<file path="config.mk">
export PLATFORM = sky130hd
export DESIGN_NAME = fetch_unit
export DESIGN_NICKNAME = d
export VERILOG_FILES = /design/src/rtl/cpu_pkg.sv /design/src/rtl/fetch_prefetch_buf.sv /design/src/rtl/fetch_unit.sv
export SDC_FILE = /design/constraint.sdc
export NUM_CORES = 1
export LEC_CHECK = 0
export ABC_AREA = 1
export CAP_MARGIN = 20
export CORE_UTILIZATION = 45
export CTS_BUF_LIST = sky130_fd_sc_hd__clkbuf_4
export DETAILED_ROUTE_END_ITERATION = 16
export PLACE_DENSITY = 0.85
export SLEW_MARGIN = 10
export SYNTH_ARGS = -nofsm -noshare
export SYNTH_HDL_FRONTEND = slang
export SYNTH_HIERARCHICAL = 1
export SYNTH_SLANG_ARGS = --single-unit
</file>
<file path="constraint.sdc">
create_clock -name clk -period 1.7 [get_ports clk]
set_input_delay 0.34 -clock clk [delete_from_list [all_inputs] [get_ports clk]]
set_output_delay 0.34 -clock clk [all_outputs]
set_load 0.05 [all_outputs]
</file>
<file path="src/rtl/cpu_pkg.sv">
// Shared CPU definitions: next-address select codes, the NOP encoding and the
// fetch FSM state encoding.
package cpu_pkg;

  localparam logic [1:0] ADDRESS_SELECT_ALU = 2'b00;
  localparam logic [1:0] ADDRESS_SELECT_PC  = 2'b01;
  localparam logic [1:0] ADDRESS_SELECT_INC = 2'b10;

  localparam logic [31:0] INSTRUCTION_NOP = 32'hE1A0_0000;

  typedef enum logic [1:0] {
    FETCH_IDLE  = 2'd0,
    FETCH_REQ   = 2'd1,
    FETCH_HOLD  = 2'd2,
    FETCH_DRAIN = 2'd3
  } fetch_state_e;

  function automatic logic [31:0] word_align(input logic [31:0] a);
    return {a[31:2], 2'b00};
  endfunction

endpackage

</file>
<file path="src/rtl/fetch_prefetch_buf.sv">
// One-entry prefetch buffer holding a fetched word and its address.
// load wins over flush if both are asserted in the same cycle.
module fetch_prefetch_buf (
  input  logic        clk,
  input  logic        rst,
  input  logic        load,
  input  logic        flush,
  input  logic [31:0] load_data,
  input  logic [31:0] load_addr,
  output logic [31:0] data,
  output logic [31:0] addr,
  output logic        valid
);

  logic        valid_q, valid_d;
  logic [31:0] data_q, data_d;
  logic [31:0] addr_q, addr_d;

  always_comb begin
    valid_d = valid_q;
    data_d  = data_q;
    addr_d  = addr_q;
    if (flush) begin
      valid_d = 1'b0;
    end
    if (load) begin
      valid_d = 1'b1;
      data_d  = load_data;
      addr_d  = load_addr;
    end
  end

  always_ff @(posedge clk) begin
    if (rst) begin
      valid_q <= 1'b0;
      data_q  <= '0;
      addr_q  <= '0;
    end else begin
      valid_q <= valid_d;
      data_q  <= data_d;
      addr_q  <= addr_d;
    end
  end

  assign data  = data_q;
  assign addr  = addr_q;
  assign valid = valid_q;

endmodule

</file>
<file path="src/rtl/fetch_unit.sv">
// Instruction fetch unit: one outstanding read, registered fetch/decode stage.
// Define FETCH_PREFETCH_EN to add a one-entry sequential prefetch buffer.
//
// Memory handshake: mem_req stays high with mem_addr stable until a cycle in
// which mem_ack=1 (mem_rdata valid that cycle); mem_ack while mem_req=0 is ignored.
module fetch_unit
  import cpu_pkg::*;
#(
  parameter logic [31:0] RESET_VECTOR = 32'h0000_0000,
  parameter logic [31:0] NOP_WORD     = INSTRUCTION_NOP
) (
  input  logic         clk,
  input  logic         rst,
  input  logic         de_addreg_update,
  input  logic [1:0]   de_addreg_sel,
  input  logic [31:0]  alu_result,
  input  logic [31:0]  reg_pc_value,
  output logic         mem_req,
  output logic [31:0]  mem_addr,
  input  logic         mem_ack,
  input  logic [31:0]  mem_rdata,
  output logic [31:0]  fd_instruction,
  output logic         fd_valid,
  output logic [31:0]  fd_pc,
  output fetch_state_e dbg_state
);

  localparam logic [31:0] RESET_ADDR = word_align(RESET_VECTOR);

  fetch_state_e state_q, state_d;
  logic [31:0]  addr_q, addr_d;
  logic [31:0]  redirect_q, redirect_d;
  logic         fd_valid_q, fd_valid_d;
  logic [31:0]  fd_instr_q, fd_instr_d;
  logic [31:0]  fd_pc_q, fd_pc_d;
  logic         pf_pend_q, pf_pend_d;

  logic         buf_valid, buf_load, buf_flush;
  logic [31:0]  buf_data, buf_addr;
  logic         ack_valid, consume, redirect;
  logic [31:0]  inc_addr, target;

`ifdef FETCH_PREFETCH_EN
  localparam bit PF_EN = 1'b1;

  fetch_prefetch_buf u_prefetch_buf (
    .clk       (clk),
    .rst       (rst),
    .load      (buf_load),
    .flush     (buf_flush),
    .load_data (mem_rdata),
    .load_addr (addr_q),
    .data      (buf_data),
    .addr      (buf_addr),
    .valid     (buf_valid)
  );
`else
  localparam bit PF_EN = 1'b0;

  logic unused_pf;
  assign buf_valid = 1'b0;
  assign buf_data  = '0;
  assign buf_addr  = '0;
  assign unused_pf = buf_load | buf_flush;
`endif

  // A prefetch is the only request that can be outstanding while in HOLD.
  assign mem_req   = (state_q == FETCH_REQ) || (state_q == FETCH_DRAIN) ||
                     ((state_q == FETCH_HOLD) && pf_pend_q);
  assign ack_valid = mem_ack && mem_req;
  assign consume   = de_addreg_update && fd_valid_q;
  assign inc_addr  = fd_pc_q + 32'd4;

  always_comb begin
    target   = inc_addr;
    redirect = 1'b0;
    case (de_addreg_sel)
      ADDRESS_SELECT_ALU: begin
        target   = word_align(alu_result);
        redirect = 1'b1;
      end
      ADDRESS_SELECT_PC: begin
        target   = word_align(reg_pc_value);
        redirect = 1'b1;
      end
      default: target = inc_addr;
    endcase
  end

  always_comb begin
    state_d    = state_q;
    addr_d     = addr_q;
    redirect_d = redirect_q;
    fd_valid_d = fd_valid_q;
    fd_instr_d = fd_instr_q;
    fd_pc_d    = fd_pc_q;
    pf_pend_d  = pf_pend_q;
    buf_load   = 1'b0;
    buf_flush  = 1'b0;
    case (state_q)
      FETCH_IDLE: begin
        state_d   = FETCH_REQ;
        addr_d    = RESET_ADDR;
        pf_pend_d = 1'b0;
      end
      FETCH_REQ: begin
        if (ack_valid) begin
          fd_instr_d = mem_rdata;
          fd_pc_d    = addr_q;
          fd_valid_d = 1'b1;
          state_d    = FETCH_HOLD;
        end
      end
      FETCH_HOLD: begin
        if (consume) begin
          if (redirect) begin
            buf_flush  = 1'b1;
            fd_valid_d = 1'b0;
            pf_pend_d  = 1'b0;
            if (pf_pend_q && !ack_valid) begin
              state_d    = FETCH_DRAIN;
              redirect_d = target;
            end else begin
              state_d = FETCH_REQ;
              addr_d  = target;
            end
          end else if (buf_valid) begin
            fd_instr_d = buf_data;
            fd_pc_d    = buf_addr;
            buf_flush  = 1'b1;
          end else if (pf_pend_q && ack_valid) begin
            // Sequential word arrives on the consume edge: forward it directly.
            fd_instr_d = mem_rdata;
            fd_pc_d    = addr_q;
            pf_pend_d  = 1'b0;
          end else if (pf_pend_q) begin
            state_d    = FETCH_REQ;
            fd_valid_d = 1'b0;
            pf_pend_d  = 1'b0;
          end else begin
            state_d    = FETCH_REQ;
            fd_valid_d = 1'b0;
            addr_d     = target;
          end
        end else if (pf_pend_q && ack_valid) begin
          buf_load  = 1'b1;
          pf_pend_d = 1'b0;
        end else if (PF_EN && !pf_pend_q && !buf_valid) begin
          pf_pend_d = 1'b1;
          addr_d    = inc_addr;
        end
      end
      FETCH_DRAIN: begin
        if (ack_valid) begin
          state_d = FETCH_REQ;
          addr_d  = redirect_q;
        end
      end
      default: state_d = FETCH_IDLE;
    endcase
  end

  always_ff @(posedge clk) begin
    if (rst) begin
      state_q    <= FETCH_IDLE;
      addr_q     <= RESET_ADDR;
      redirect_q <= RESET_ADDR;
      fd_valid_q <= 1'b0;
      fd_instr_q <= NOP_WORD;
      fd_pc_q    <= RESET_ADDR;
      pf_pend_q  <= 1'b0;
    end else begin
      state_q    <= state_d;
      addr_q     <= addr_d;
      redirect_q <= redirect_d;
      fd_valid_q <= fd_valid_d;
      fd_instr_q <= fd_instr_d;
      fd_pc_q    <= fd_pc_d;
      pf_pend_q  <= pf_pend_d;
    end
  end

  assign mem_addr       = addr_q;
  assign fd_valid       = fd_valid_q;
  assign fd_pc          = fd_pc_q;
  assign fd_instruction = fd_valid_q ? fd_instr_q : NOP_WORD;
  assign dbg_state      = state_q;

endmodule

</file>
==> impl_metrics.csv <==
group,metric,value,unit
synth,synth-main-ff-cell,"dfxtp_1",
sta,maxSlewViolCount,0,
clock_tree,cts_setup_buffers,0,
finish,fin_nets,1043,
min_path,holdCritPathClass,"input port to flip-flop",
global_route,grt_overflow,0,
global_route,grt_max_degree,42,
drt,via_count,5487,
drt,wl,15500,um
global_route,grt_pass1_vias,5260,
placement,dp_hpwl,11600,um
power,cellPowerDensity,702,mW/mm^2
finish,area_delta_synth_final,53.0,%
synth,yosys_register_bits,99,
clock_tree,h-tree-depth,3,
clock_tree,cts.sinks,99,
synth,syn_inst,744,
power,p_seq_share,49.5,%
synth,seq_area_frac_synth,40.0,%
worst_setup_path,critPathMaxFanout,14,
worst_setup_path,critPathKind,"flip-flop to primary output",
worst_setup_path,cp-start-kind,"flip-flop",
worst_setup_path,worstReg2RegEnd,"mem_addr[22]$_SDFFE_PP0P_",
job,drv_cap,0,
floorplan,die_width,107,um
synth,synth_area_leaders,"dfxtp_1 40%, nand2_1 15%, nor2_1 8.3%, o21ai_0 7.5%, inv_1 4.8%",
drt,drt_pass1_iterations,4,
clock_tree,insertion_delay,0.45,ns
global_route,grt_pass1_wl,24900,um
sta,max_freq,614,MHz
drt,via_per_inst,5.08,
power,leakage,3.33,nW
power,swShare,34.8,%
drt,wl_per_cell,14.3,um
synth,synth_area,0.00495,mm^2
worst_setup_path,timing.reg2reg.setup_slack,0.13,ns
floorplan,core_area,0.0105,mm^2
sta,skew,0.0285,ns
power,p_sw,1.85,mW
synth,syn_avg_cell_area,6.66,um^2
finish,antenna_cells,0,
synth,ys_types,31,
placement,port_buffers,197,
floorplan,rows,37,
clock_tree,holdBufCountCts,0,
power,internal-power,3.47,mW
power,pwr-share-comb,30.0,%
finish,drive_gt1_share,22.2,%
drt,postRouteAntennaNets,0,
sta,finalSetupViolCount,0,
synth,synth_top_area_share,40.0,%
worst_setup_path,crit_end,"fd_instruction[7]",
floorplan,die_y,107,um
clock_tree,cts_root_buffer,"clkbuf_4",
synth,synthesis.nets,847,
worst_setup_path,rr_worst_depth,10,
clock_tree,tritoncts,"yes",
global_route,grtUsageTotal,27.4,%
sta,final.period_utilization,95.9,%
sta,rsz0062_at_grt,"yes",
sta,tns,0,ns
drt,drtIter0Drc,201,
synth,async_flop_share,0,%
floorplan,dieArea,0.0114,mm^2
floorplan,num_io_pins,202,
power,finalPower,5.32,mW
finish,mostFrequentLayoutCell,"nand2_1",
floorplan,floorplan.initialDensity,47.1,%
finish,fill_cells,826,
sta,fin_crit,1.63,ns
synth,ys_warn_count,6,
clock_tree,clkTransAtPathRegs,0.15,ns
clock_tree,cts_buffers,9,
sta,slew_headroom,77.5,%
worst_setup_path,rr_startpoint,"fd_pc[2]$_SDFFE_PP0P_",
worst_setup_path,required,1.36,ns
worst_setup_path,crit_arrival,1.29,ns
drt,remaining_drc_errors,0,
status,status,"finished, final reports clean",
placement,gp_congestion,0.915,
clock_tree,cts_buffer_depth,2,
worst_setup_path,cp-end-kind,"primary output",
finish,fin_util,72.1,%
power,ir_drop,0.478,mV
worst_setup_path,crit_start,"fd_valid$_SDFFE_PP0P_",
sta,worst_pin_slew,0.335,ns
synth,synth_top_area_cell,"dfxtp_1",
power,pwr-share-clk,20.5,%
sta,hold_viol_final,0,
global_route,antenna_found_initial,0,
finish,layout_common_cells,"194 x nand2_1, 109 x nor2_1, 97 x clkdlybuf4s50_1, 94 x dfxtp_1, 76 x buf_4",
synth,synth_edf_count,0,
## area by class of cell
| type | instances | area (um^2) | area share, % |
|---|---|---|---|
| Clock buffer | 10 | 75.1 | 0.991 |
| Clock inverter | 5 | 31.3 | 0.413 |
| Inverter | 73 | 277 | 3.65 |
| Multi-Input combinational cell | 534 | 2510 | 33.2 |
| Sequential cell | 99 | 1990 | 26.3 |
| Tap cell | 136 | 170 | 2.25 |
| Timing Repair Buffer | 223 | 2520 | 33.2 |
## per-layer routing
metal | global-route usage, % | wire length (um)
met5 | 0 | 0
met4 | 7.05 | 221
met1 | 32.8 | 6290
met3 | 7.23 | 1490
met2 | 48.3 | 7480
## per-stage QoR
step                worst slack (ns)  instance area [um^2]  hold slack [ns]  std cells
floorplan                     0.0157                  4960            0.402        744
global placement             -0.0866                  7350            0.430       1064
detailed placement            -0.169                  7350            0.438       1064
CTS                          0.00156                  7490            0.438       1079
global route                 -0.0238                  7570            0.439       1080
finish                        0.0704                  7570            0.456       1080
## kinds of logic after synthesis
kind of cell	synth area share, %
AND/OR/NAND/NOR	34.1
AO/OA/AOI/OAI	15.9
buffers and inverters	9.78
flip-flops	40.0
adder cells (fa/ha/maj)	0.253
## Yosys cell counts (2+ instances only)
library cell,count
nand2_2,7
inv_1,63
inv_2,8
buf_4,2
o21ai_0,74
o21ai_1,3
nor2_2,9
o22ai_1,24
buf_6,5
or2_2,6
a21oi_1,34
nand3b_1,4
dfxtp_1,99
nand3_1,47
nor2_4,9
o221ai_1,2
o22a_1,4
nand2_1,194
buf_2,15
clkbuf_1,15
nor2_1,110
## flip-flops by register name (all words and copies together), names as in the netlist
register and count:
dbg_state 2, fd_instr_q 32, fd_pc 32, fd_valid 1, mem_addr 32
## repair_timing
action | 4_1_cts | 5_1_grt
cloned | 0 | 1
gates resized for setup | 8 | 39
pin swaps | 0 | 1
setup endpoints to repair | 26 | 38
endpoints found under the hold margin | 0 | 0
## how the worst min path moves through the flow
stage / endpoint / startpoint / depth (start not counted)
2_1_floorplan: fd_valid$_SDFFE_PP0P_ / rst / 1
3_3_place_gp: fd_instr_q[23]$_SDFFE_PP1P_ / fd_instr_q[23]$_SDFFE_PP1P_ / 2
3_5_place_dp: fd_instr_q[29]$_SDFFE_PP1P_ / fd_instr_q[29]$_SDFFE_PP1P_ / 2
4_1_cts: fd_instr_q[27]$_SDFFE_PP0P_ / mem_rdata[27] / 3
5_1_grt: fd_instr_q[20]$_SDFFE_PP0P_ / mem_rdata[20] / 3
6_report: fd_instr_q[31]$_SDFFE_PP1P_ / mem_rdata[31] / 3
## power by group through the flow
stage	logic (mW)	clock network, mW	registers [mW]
floorplan	0.554	0	2.97
global placement	1.55	0	2.67
detailed placement	1.57	0	2.67
CTS	1.58	1.11	2.63
global route	1.72	1.22	2.66
finish	1.60	1.09	2.63
## critical path, stage by stage, from the launching register on
cell       delay [ns]
dfxtp_4          0.42
clkbuf_16        0.18
nand2_1          0.08
inv_2            0.07
buf_12           0.13
(Power assumes the default switching activity.)
